**src/rtl/ebus_master_seq.sv**
```systemverilog
// ebus_master_seq: EBOX-side EBUS transaction sequencer.
// Takes one request (cs/func/data) at a time and runs the demand/ack/xfer handshake.
// It captures read data and returns one response pulse with status flags.
// Optional feature macro: EBUS_PARITY_EN enables odd parity generation and checking.
module ebus_master_seq #(
    parameter int unsigned SETUP_CYCLES = 2,
    parameter int unsigned ACK_TIMEOUT  = 64,
    parameter int unsigned XFER_TIMEOUT = 256
) (
    input  logic        clk,
    input  logic        resetN,
    input  logic        reqValid,
    input  logic [6:0]  reqCS,
    input  logic [2:0]  reqFunc,
    input  logic [35:0] reqData,
    input  logic        abort,
    output logic        busy,
    output logic        rspValid,
    output logic [35:0] rspData,
    output logic        rspTimeout,
    output logic        rspIllegal,
    output logic        rspParErr,
    output logic [6:0]  ebusCS,
    output logic [2:0]  ebusFunc,
    output logic        ebusDemand,
    output logic        ebusReset,
    output logic        ebusParity,
    output logic [36:0] ebusDrv,
    input  logic [35:0] ebusData,
    input  logic        ebusParIn,
    input  logic        ebusAck,
    input  logic        ebusXfer
);

    localparam int unsigned MaxAx  = (ACK_TIMEOUT > XFER_TIMEOUT) ? ACK_TIMEOUT : XFER_TIMEOUT;
    localparam int unsigned MaxAll = (MaxAx > SETUP_CYCLES) ? MaxAx : SETUP_CYCLES;
    localparam int unsigned CntW   = $clog2(MaxAll + 1);

    typedef enum logic [2:0] {
        StIdle,
        StSetup,
        StDemand,
        StXfer,
        StRelease,
        StDone
    } state_e;

    state_e            state_q, state_d;
    logic [CntW-1:0]   cnt_q, cnt_d;
    logic [6:0]        cs_q, cs_d;
    logic [2:0]        func_q, func_d;
    logic [35:0]       wdata_q, wdata_d;
    logic [35:0]       rdata_q, rdata_d;
    logic              timeout_q, timeout_d;
    logic              illegal_q, illegal_d;
    logic              parerr_q, parerr_d;

    logic [CntW-1:0]   cnt_inc;
    logic              is_read;
    logic              abort_hit;
    logic              rd_par_err;
    logic              driving;

    // cnt_q counts cycles already spent in the current state; cnt_inc includes this one,
    // so a limit of N allows exactly N cycles in that state.
    assign cnt_inc   = cnt_q + CntW'(1);
    assign is_read   = func_q[0];
    assign abort_hit = abort && (state_q inside {StSetup, StDemand, StXfer, StRelease});

`ifdef EBUS_PARITY_EN
    // Odd parity: data plus parity bit must hold an odd number of ones.
    assign rd_par_err = ~(^{ebusData, ebusParIn});
`else
    logic unused_par_in;
    assign unused_par_in = ebusParIn;
    assign rd_par_err    = 1'b0;
`endif

    // State register and latched request/response fields.
    always_ff @(posedge clk or negedge resetN) begin
        if (!resetN) begin
            state_q   <= StIdle;
            cnt_q     <= '0;
            cs_q      <= '0;
            func_q    <= '0;
            wdata_q   <= '0;
            rdata_q   <= '0;
            timeout_q <= 1'b0;
            illegal_q <= 1'b0;
            parerr_q  <= 1'b0;
        end else begin
            state_q   <= state_d;
            cnt_q     <= cnt_d;
            cs_q      <= cs_d;
            func_q    <= func_d;
            wdata_q   <= wdata_d;
            rdata_q   <= rdata_d;
            timeout_q <= timeout_d;
            illegal_q <= illegal_d;
            parerr_q  <= parerr_d;
        end
    end

    // Next-state logic for the handshake sequencer; abort overrides every active state.
    always_comb begin
        state_d   = state_q;
        cnt_d     = cnt_q;
        cs_d      = cs_q;
        func_d    = func_q;
        wdata_d   = wdata_q;
        rdata_d   = rdata_q;
        timeout_d = timeout_q;
        illegal_d = illegal_q;
        parerr_d  = parerr_q;

        if (abort_hit) begin
            state_d   = StRelease;
            timeout_d = 1'b1;
        end else begin
            unique case (state_q)
                StIdle: begin
                    if (reqValid) begin
                        cs_d      = reqCS;
                        func_d    = reqFunc;
                        wdata_d   = reqData;
                        rdata_d   = '0;
                        timeout_d = 1'b0;
                        parerr_d  = 1'b0;
                        cnt_d     = '0;
                        if (reqFunc[2:1] == 2'b11) begin
                            illegal_d = 1'b1;
                            state_d   = StDone;
                        end else begin
                            illegal_d = 1'b0;
                            state_d   = StSetup;
                        end
                    end
                end
                StSetup: begin
                    if (cnt_inc >= CntW'(SETUP_CYCLES)) begin
                        cnt_d   = '0;
                        state_d = StDemand;
                    end else begin
                        cnt_d = cnt_inc;
                    end
                end
                StDemand: begin
                    // Ack wins over a timeout landing in the same cycle.
                    if (ebusAck) begin
                        cnt_d   = '0;
                        state_d = StXfer;
                    end else if (cnt_inc == CntW'(ACK_TIMEOUT)) begin
                        timeout_d = 1'b1;
                        state_d   = StRelease;
                    end else begin
                        cnt_d = cnt_inc;
                    end
                end
                StXfer: begin
                    if (ebusXfer) begin
                        if (is_read) begin
                            rdata_d  = ebusData;
                            parerr_d = rd_par_err;
                        end
                        state_d = StRelease;
                    end else if (cnt_inc == CntW'(XFER_TIMEOUT)) begin
                        timeout_d = 1'b1;
                        state_d   = StRelease;
                    end else begin
                        cnt_d = cnt_inc;
                    end
                end
                StRelease: begin
                    if (!ebusAck && !ebusXfer) begin
                        state_d = StDone;
                    end
                end
                StDone: begin
                    state_d = StIdle;
                end
                default: begin
                    state_d = StIdle;
                end
            endcase
        end
    end

    // Bus and response outputs decoded from the current state.
    assign driving    = !is_read && (state_q inside {StSetup, StDemand, StXfer});
    assign busy       = (state_q != StIdle);
    assign rspValid   = (state_q == StDone);
    assign rspData    = rdata_q;
    assign rspTimeout = timeout_q;
    assign rspIllegal = illegal_q;
    assign rspParErr  = parerr_q;
    assign ebusCS     = (state_q inside {StSetup, StDemand, StXfer, StRelease}) ? cs_q : 7'd0;
    assign ebusFunc   = (state_q inside {StSetup, StDemand, StXfer, StRelease}) ? func_q : 3'd0;
    assign ebusDemand = (state_q inside {StDemand, StXfer});
    assign ebusReset  = abort;
    assign ebusDrv    = {(driving ? wdata_q : 36'd0), driving};

`ifdef EBUS_PARITY_EN
    assign ebusParity = driving ? ~(^wdata_q) : 1'b0;
`else
    assign ebusParity = 1'b0;
`endif

endmodule

```
**config.mk**
```make
export PLATFORM = sky130hd
export DESIGN_NAME = ebus_master_seq
export DESIGN_NICKNAME = d
export VERILOG_FILES = /design/src/rtl/ebus_master_seq.sv
export SDC_FILE = /design/constraint.sdc
export NUM_CORES = 1
export LEC_CHECK = 0
export CAP_MARGIN = 20
export CORE_UTILIZATION = 35
export DETAILED_ROUTE_END_ITERATION = 12
export PLACE_DENSITY = 0.71
export SYNTH_ARGS = -nofsm -noshare
export SYNTH_HDL_FRONTEND = slang
export SYNTH_SLANG_ARGS = --single-unit
```
**constraint.sdc**
```tcl
create_clock -name clk -period 4.4 [get_ports clk]
set_clock_uncertainty 0.15 [all_clocks]
set_input_delay 0.66 -clock clk [delete_from_list [all_inputs] [get_ports clk]]
set_output_delay 0.66 -clock clk [all_outputs]
set_load 0.005 [all_outputs]
```
==> metrics.yaml <==
viasPerCell: 4.98
drtPass1Iterations: 5
p_leak_nw: 2.71
utilization: 0.519
worstPathMaxFanout: 15
ant_nets: 0
fin_area_sq_mm: 0.00687
timing.fmax_mhz: 292
clkLatencyLatePin_ps: 340
antenna_cells: 0
drv_slew: 0
seq_power_share: 0.383
drc: 0
worstPathArrival_ps: 2620
drt-total-wl_microns: 12400
layout-drive-gt1-share: 0.117
finalHoldViolCount: 0
worst_ir_drop_vdd_mv: 0.189
synth.top_cell.area_share: 0.507
outcome: "finished clean"
syn_inst: 474
syn_area_sq_mm: 0.00473
io_buffers: 176
async_flop_share: 1.00
h-tree-depth: 3
period_share: 0.779
clk_path_buf_depth: 2
yosysTopAreaCell: "dfrtp_1"
path_clk_slew_ps: 70
grt_first_pass_wirelength_microns: 20500
grt_pass1_vias: 4076
rsz0062_at_grt: "false"
synth_edf_count: 0
worst_slew_pin_slew_ps: 1010
sw_frac_of_total: 0.305
cp.buffers_inverters: 1
rr_endpoint: "cnt_q[5]"
antenna_found_initial: 0
yosys_warnings: 0
synth_seq_cells: 96
ys.flop_type: "dfrtp_1"
tns_ps: 0
boundaryPins: 180
critical_path.cell_chain: "nor2_1 > xnor2_1 > and2_1 > clkdlybuf4s50_1"
cp-start-kind: "flop"
numCtsBuffers: 9
grt_overflow: 0
gp_congestion: 0.901
p_int_w: 0.00238
cpPeakStageDelay_ps: 690
synthTopCellsByArea: "dfrtp_1 51%, mux2_2 11%, nand2_1 6.8%, and2_1 6.6%, o21ai_0 4.8%"
maxCapViolCount: 0
post_cts_resized: 0
p_per_area_mw_per_mm2: 499
crit_slowest_cell: "xnor2_1"
ff2ff_path_depth: 6
r2r_slack_ps: 1280
synth_xor_area_frac: 0.00555
yosysUniqueCellTypes: 54
num_vias: 4030
grt_max_degree: 73
hold_buffers: 0
crit_family: "XOR/XNOR gates"
seq_area_frac_synth: 0.507
drt_iter0_markers: 229
initial_utilization: 0.358
synth_top_family_by_area: "simple AND/OR/NAND/NOR gates"
setup_viol: 0
syn_area_per_cell_sq_um: 9.99
cts_setup_buffers: 0
die_area_sq_mm: 0.0140
timing.hold.ws_ps: 280
reg2reg_from: "cnt_q[0]"
final.min_clock_period_ps: 3430
cts.sinks: 96
fp.dieW_microns: 118
critical_path_class: "flop to primary output"
wl_per_cell_microns: 15.3
cp-end-kind: "primary output"
place_hpwl_microns: 8610
cts_tree: "done"
placementRows: 42
p_comb_frac: 0.392
synth-simple-area-share: 0.190
fp.coreArea_sq_mm: 0.0132
min_path_type: "primary input to asynchronous set/reset pin"
synthAdderAreaFrac: 0.00793
final_net_count: 722
required_ps: 3590
placed_area_sq_mm: 0.00658
share_clk_of_total_power: 0.225
syn_to_final_growth_pct: 45.1
cts-root-buf: "clkbuf_16"
crit_start: "state_q[0]"
relSlewSlack: 0.326
grt_use_total: 0.185
synth_compound_area_frac: 0.121
synth_mux_area_frac: 0.118
die_h_microns: 118
p_sw_w: 0.00104
==> cell families after synthesis <==
kind of cell	count (synthesis)
buffers and inverters	51
adder cells (fa/ha/maj)	3
XOR/XNOR	3
AND/OR/NAND/NOR	181
other	1
AO/OA/AOI/OAI	89
multiplexers	50
flip-flops	96
==> worst max path at each step <==
stage,end,slack (ps),depth (start not counted)
4_1_cts,ebusFunc[2],910,4
5_1_grt,ebusFunc[2],710,4
2_1_floorplan,cnt_q[5],1710,9
3_3_place_gp,cnt_q[6],1290,6
3_5_place_dp,cnt_q[5],1260,7
6_report,ebusFunc[2],970,4
==> worst register-to-register path, cell delays in order, from the launching register on <==
cell and delay (ps):
dfrtp_1 510, ha_1 370, and2_1 370, a41oi_1 330, o31ai_4 480, or4b_1 640
o22ai_1 200
==> per-layer routing <==
metal  GRT usage  wire [microns]  vias to the layer above
met1       0.223            5150                     1925
met4      0.0625             194                        0
li1            -               -                     1934
met5           0               0                        -
met3      0.0685            1120                       14
met2       0.304            5910                      157
==> per-stage QoR <==
step                setup WS (ps)  instances  power [W]
floorplan                    1710        475    0.00203
global placement             1290        794    0.00263
detailed placement           1260        794    0.00268
CTS                           913        808    0.00348
global route                  708        809    0.00366
finish                        973        809    0.00343
==> cell type report <==
type | count | area (sq um)
clock buffer | 9 | 225
clock inverter | 5 | 58.8
fill | 1186 | 6370
inverter | 14 | 52.6
multi-input combinational | 328 | 2110
sequential | 96 | 2400
tap | 176 | 220
timing repair buffer | 181 | 1800
==> flip-flops by register name (all words and copies together), names as in the netlist <==
register / flops
wdata_q: 36
cs_q: 7
state_q: 3
func_q: 3
rspTimeout: 1
cnt_q: 9
rspData: 36
rspIllegal: 1
==> power groups by stage <==
stage / Sequential, W / Combinational, W / Clock, W
after floorplan: 0.00126 / 0.000768 / 0
after global routing: 0.00135 / 0.00147 / 0.000831
final: 0.00131 / 0.00134 / 0.000772
after global placement: 0.00131 / 0.00132 / 0
after CTS: 0.00131 / 0.00136 / 0.000802
after detailed placement: 0.00133 / 0.00136 / 0
==> Yosys cell counts (2+ instances only) <==
library cell,count
a2111oi_0,6
a211oi_1,2
a21oi_1,8
a311oi_1,2
a31oi_1,2
and2_1,50
and3_1,3
buf_1,3
buf_2,5
buf_4,5
buf_6,2
clkbuf_1,22
dfrtp_1,96
ha_1,3
inv_1,14
mux2_1,2
mux2_2,46
mux2i_1,2
nand2_1,86
nand3_1,8
nand4_1,2
nand4bb_1,2
nor2_1,11
nor3_1,9
o21ai_0,45
o22ai_1,6
o41ai_1,2
or3_1,2
xnor2_1,3
==> layout by cell type, fill, tap and decap left out, types with 3 or more instances in the layout <==
cell type and count:
dfrtp_1 96, o21ai_0 45, nor3_1 8, inv_1 14, nand2_1 86, and2_1 49
ha_1 3, xnor2_1 3, o22ai_1 6, a2111oi_0 6, a21oi_1 8, buf_4 5
mux2_2 46, clkdlybuf4s50_1 175, clkbuf_16 9, and3_1 3, nor2_1 11, nand3_1 8
Note: power is estimated with default switching activity, not from simulation.
